<file path="src/rtl/alu_share_arbiter.sv">
// Two-requester front end for a single shared 32-bit ALU: round-robin grant, registered
// operands, one evaluate cycle, then the result is held until the owner accepts it.
module alu_share_arbiter #(
  parameter bit PRIO_INIT       = 1'b0,
  parameter bit ERR_ON_UNMAPPED = 1'b1
) (
  input  logic        clk,
  input  logic        reset,
  input  logic        a_req_valid,
  output logic        a_req_ready,
  input  logic [3:0]  a_alu_op,
  input  logic [5:0]  a_func,
  input  logic [31:0] a_inp1,
  input  logic [31:0] a_inp2,
  output logic        a_resp_valid,
  input  logic        a_resp_ready,
  output logic [31:0] a_resp_data,
  output logic        a_resp_err,
  input  logic        b_req_valid,
  output logic        b_req_ready,
  input  logic [3:0]  b_alu_op,
  input  logic [5:0]  b_func,
  input  logic [31:0] b_inp1,
  input  logic [31:0] b_inp2,
  output logic        b_resp_valid,
  input  logic        b_resp_ready,
  output logic [31:0] b_resp_data,
  output logic        b_resp_err,
  output logic        busy,
  output logic        owner
);

  localparam logic [1:0] IDLE = 2'd0;
  localparam logic [1:0] EXEC = 2'd1;
  localparam logic [1:0] RESP = 2'd2;

  logic [1:0]  state;
  logic        prio;
  logic [3:0]  op_r;
  logic [5:0]  func_r;
  logic [31:0] inp1_r;
  logic [31:0] inp2_r;
  logic        unmapped_err;
  logic [31:0] alu_y;
  logic [31:0] result;

  // Pure function of the registered operands, so no result can leak from a prior operation.
  function automatic logic [31:0] alu_eval(input logic [3:0] op, input logic [5:0] fn,
                                           input logic [31:0] x, input logic [31:0] y);
    logic        big;
    logic [31:0] shl;
    logic [31:0] srl;
    logic [31:0] sra;
    logic [31:0] r;
    big = |y[31:5];
    shl = big ? 32'd0 : (x << y[4:0]);
    srl = big ? 32'd0 : (x >> y[4:0]);
    sra = big ? {32{x[31]}} : 32'($signed(x) >>> y[4:0]);
    case (op)
      4'b0001: begin
        case (fn)
          6'b000001: r = x - y;
          6'b000010: r = x & y;
          6'b000011: r = x | y;
          6'b000100: r = x ^ y;
          6'b000101: r = ~x;
          6'b000110: r = shl;
          6'b000111: r = sra;
          6'b001000: r = srl;
          default:   r = x + y;
        endcase
      end
      4'b0011: r = x - y;
      4'b0100: r = shl;
      4'b0101: r = sra;
      4'b0110: r = srl;
      4'b0111: r = x & y;
      4'b1000: r = x | y;
      4'b1001: r = x ^ y;
      default: r = x + y;
    endcase
    return r;
  endfunction

  always_comb begin
    a_req_ready  = (state == IDLE) && a_req_valid && (!b_req_valid || !prio);
    b_req_ready  = (state == IDLE) && b_req_valid && (!a_req_valid || prio);
    busy         = (state != IDLE);
    unmapped_err = (op_r >= 4'b1010) && ERR_ON_UNMAPPED;
    alu_y        = alu_eval(op_r, func_r, inp1_r, inp2_r);
    result       = unmapped_err ? 32'd0 : alu_y;
  end

  always_ff @(posedge clk) begin
    if (reset) begin
      state        <= IDLE;
      prio         <= PRIO_INIT;
      owner        <= 1'b0;
      op_r         <= 4'd0;
      func_r       <= 6'd0;
      inp1_r       <= 32'd0;
      inp2_r       <= 32'd0;
      a_resp_valid <= 1'b0;
      a_resp_data  <= 32'd0;
      a_resp_err   <= 1'b0;
      b_resp_valid <= 1'b0;
      b_resp_data  <= 32'd0;
      b_resp_err   <= 1'b0;
    end else begin
      case (state)
        IDLE: begin
          if (a_req_ready || b_req_ready) begin
            op_r   <= b_req_ready ? b_alu_op : a_alu_op;
            func_r <= b_req_ready ? b_func : a_func;
            inp1_r <= b_req_ready ? b_inp1 : a_inp1;
            inp2_r <= b_req_ready ? b_inp2 : a_inp2;
            owner  <= b_req_ready;
            prio   <= !b_req_ready;
            state  <= EXEC;
          end
        end
        EXEC: begin
          if (owner) begin
            b_resp_valid <= 1'b1;
            b_resp_data  <= result;
            b_resp_err   <= unmapped_err;
          end else begin
            a_resp_valid <= 1'b1;
            a_resp_data  <= result;
            a_resp_err   <= unmapped_err;
          end
          state <= RESP;
        end
        RESP: begin
          if (owner && b_resp_ready) begin
            b_resp_valid <= 1'b0;
            state        <= IDLE;
          end else if (!owner && a_resp_ready) begin
            a_resp_valid <= 1'b0;
            state        <= IDLE;
          end
        end
        default: state <= IDLE;
      endcase
    end
  end

endmodule
</file>
<file path="config.mk">
export PLATFORM = sky130hd
export DESIGN_NAME = alu_share_arbiter
export DESIGN_NICKNAME = d
export VERILOG_FILES = /design/src/rtl/alu_share_arbiter.sv
export SDC_FILE = /design/constraint.sdc
export NUM_CORES = 1
export LEC_CHECK = 0
export ABC_AREA = 1
export CAP_MARGIN = 40
export CORE_MARGIN = 2
export CORE_UTILIZATION = 30
export CTS_BUF_LIST = sky130_fd_sc_hd__clkbuf_2 sky130_fd_sc_hd__clkbuf_4 sky130_fd_sc_hd__clkbuf_8
export CTS_CLUSTER_SIZE = 28
export DETAILED_ROUTE_END_ITERATION = 12
export HOLD_SLACK_MARGIN = 0.1
export MAX_ROUTING_LAYER = met4
export SLEW_MARGIN = 5
export SYNTH_ARGS = -nofsm -noshare
export SYNTH_HDL_FRONTEND = slang
export SYNTH_SLANG_ARGS = --single-unit
</file>
<file path="constraint.sdc">
create_clock -name clk -period 3.3 [get_ports clk]
set_clock_uncertainty 0.15 [all_clocks]
set_input_delay 0.33 -clock clk [delete_from_list [all_inputs] [get_ports clk]]
set_output_delay 0.33 -clock clk [all_outputs]
set_load 0.01 [all_outputs]
</file>
==> flow_metrics.py <==
metrics = {
    "status": {
        "status": "finished, final reports clean",
    },
    "timing": {
        "worstMarginPinSlew_ps": 915,
        "maxSlewViolCount": 0,
        "timing.hold.ws_ps": 268,
        "relSlewSlack": 0.387,
        "setup-tns-final_ps": 0,
        "rsz0062_at_grt": "no",
        "final.min_clock_period_ps": 3120,
        "fmax_mhz": 321,
        "setup_slack_ps": 183,
        "final_hold_viol_count": 0,
        "fin_crit_sh": 0.945,
        "setup_violations": 0,
    },
    "cells_and_area": {
        "final_util": 0.375,
        "nFillCells": 6953,
        "final_cell_count_no_fill": 4482,
        "fin_area_um2": 23000,
        "final_nets": 3934,
        "area_delta_synth_final_pct": 24.2,
        "drive_gt1_frac": 0.0761,
    },
    "drt": {
        "met3_length_mm": 12.6,
        "top_layer_used": "met4",
        "viasPerCell": 5.55,
        "antenna_left": 0,
        "drt_iter0_drc": 3443,
        "dr_wl_met2_mm": 46.7,
        "wire_per_inst_um": 25.6,
        "dr.pass1.iters": 6,
        "drc_errors": 0,
        "totalWireLength_mm": 115,
        "wl_met1_mm": 48.6,
        "num_vias": 24900,
    },
    "grt": {
        "grt_pass1_wl_mm": 162,
        "antenna_found_initial": 1,
        "grt_usage": 0.365,
        "grt_max_degree": 76,
        "grt_pass1_vias": 22700,
        "gr-total-overflow": 0,
    },
    "synthesis": {
        "async_flop_share": 0,
        "synth-seq-cells": 146,
        "syn_nets": 3687,
        "synth-warning-count": 0,
        "avgSynthCellArea_um2": 5.40,
        "synth_area_leader_cell": "nand2_1",
        "yosysSeqAreaShare": 0.158,
        "synth.most_common_cell": "nand2_1",
        "synth_top_area_frac": 0.221,
        "syn-cell-area_um2": 18500,
        "synth_edf_count": 0,
        "netlist_instances": 3431,
        "yosys-top-cells-count": "1092 x nand2_1, 572 x nand3_1, 377 x inv_1",
        "synth_cell_types": 47,
        "ys.flop_type": "dfxtp_1",
        "synth.area.top_cells": "nand2_1 22%, dfxtp_1 16%, nand3_1 15%, inv_1 7.6%, ha_1 6.7%",
    },
    "critical_path": {
        "critPathLaunchType": "flip-flop",
        "crit_arrival_ps": 3400,
        "cp-startpoint": "inp2_r[12]",
        "worstSetupPathType": "reg2reg",
        "worstReg2RegStart": "inp2_r[12]",
        "end_kind": "flip-flop",
        "regToRegSetupSlack_ps": 180,
        "cp_max_fo": 7,
        "required_ps": 3590,
    },
    "worst_hold_path": {
        "worstHoldStart": "a_inp2[18]",
        "hold_path_class": "in2reg",
    },
    "power": {
        "powerDensity_nw_per_um2": 1110,
        "ir_drop_v": 0.000408,
        "total_power_mw": 25.5,
        "leakage_nw": 11.0,
    },
    "place": {
        "dpl.hpwl_mm": 93.5,
        "place_inst": 4449,
        "dp_slack_ps": 216,
        "port_buffers": 225,
        "dpl_cell_area_um2": 22600,
        "gp_congestion": 1.13,
    },
    "floorplan": {
        "dieArea_um2": 63800,
        "die_h_um": 253,
        "rows": 91,
        "start_util": 0.302,
        "ioPinCount": 226,
        "core-area_um2": 61400,
        "die_w_um": 253,
    },
    "flow_run": {
        "cap_violations": 0,
    },
    "clock_tree": {
        "tritoncts": "built",
        "clock-sinks": 146,
        "insertion_delay_ps": 560,
        "clockBufferDepth": 2,
        "htreeDepth": 4,
        "cts_inserted_buffers": 17,
        "cts_root_buffer": "clkbuf_8",
        "post_cts_buffers": 0,
        "clk_pin_slew_ps": 110,
    },
}
sequential cells by signal, indices dropped and copies added (netlist names):
signal        count
a_resp_data      32
a_resp_err        1
a_resp_valid      1
b_resp_data      32
b_resp_err        1
b_resp_valid      1
func_r            6
inp1_r           32
inp2_r           32
op_r              4
owner             1
prio              1
state             2
worst max-delay path: stages, from the launching register on:
cell     delay [ps]
dfxtp_1         350
inv_1           110
ha_1            450
a21oi_1         280
o21ai_0         200
a21oi_1         300
nand2_1         200
xor2_1          410
nand2_1          90
nand2_1          70
inv_1            40
nand2_1          50
nand2_1          50
nand2_1         160
a21oi_1          90
power breakdown:
group          total (mW)  switching [mW]  internal [mW]
clock network        1.51           0.874          0.632
registers            2.77           0.467           2.31
logic                21.2            15.0           6.18
cell type report:
| class | count | area, µm² | share of cell area |
|---|---|---|---|
| clock buffers | 17 | 234 | 0.0102 |
| flip-flops and latches | 146 | 2930 | 0.127 |
| diodes | 1 | 2.50 | 0.000109 |
| inverters | 386 | 1450 | 0.0632 |
| multi-input cells | 2700 | 13300 | 0.577 |
| repair buffers | 427 | 3970 | 0.172 |
| well taps | 790 | 988 | 0.0429 |
| clock inverters | 15 | 159 | 0.00690 |
layout by cell type (no fill, tap or decap), types with 11 or more instances in the layout:
| cell type | netlist | layout |
|---|---|---|
| a211oi_1 | 12 | 12 |
| a21oi_1 | 187 | 187 |
| clkdlybuf4s50_1 | 0 | 225 |
| nand2_1 | 1092 | 1091 |
| inv_1 | 377 | 370 |
| and2_1 | 11 | 11 |
| dfxtp_1 | 146 | 143 |
| nand4_1 | 41 | 41 |
| nor2_1 | 252 | 248 |
| buf_4 | 8 | 186 |
| o211ai_1 | 77 | 77 |
| a31oi_1 | 14 | 14 |
| buf_12 | 0 | 16 |
| ha_1 | 100 | 99 |
| o22ai_1 | 29 | 29 |
| nor3_1 | 24 | 23 |
| clkbuf_8 | 0 | 17 |
| o21ai_0 | 186 | 186 |
| nand3_1 | 572 | 572 |
| xor2_1 | 21 | 20 |
| inv_2 | 7 | 13 |
what timing repair did:
action,in CTS,in global routing
gates resized for setup,0,5
hold buffers,0,0
endpoints found under the setup margin,0,8
per-layer routing:
layer	global-route usage	vias up
met5	-	-
met4	0.184	0
met3	0.0785	208
met2	0.516	1407
met1	0.485	11500
li1	-	11800
kinds of logic (layout without fill, tap and decap cells):
kind of cell	count (synthesis)	in the layout	share of synthesized area
other	0	1	0
xor gates and xnor gates	23	23	0.0109
and+or+nand+nor	2016	2016	0.460
AOI/OAI and AO/OA	559	559	0.174
adders and majority gates	102	102	0.0696
DFF	146	146	0.158
buffers and inverters	585	845	0.128
final timing paths:
path / endpoint / cells after the start
hold / removal: inp2_r[18] / 5
hold reg to reg: prio / 2
setup / recovery: a_resp_data[13] / 14
setup reg to reg: a_resp_data[13] / 14
No activity file was read; power rests on OpenSTA's default activity.
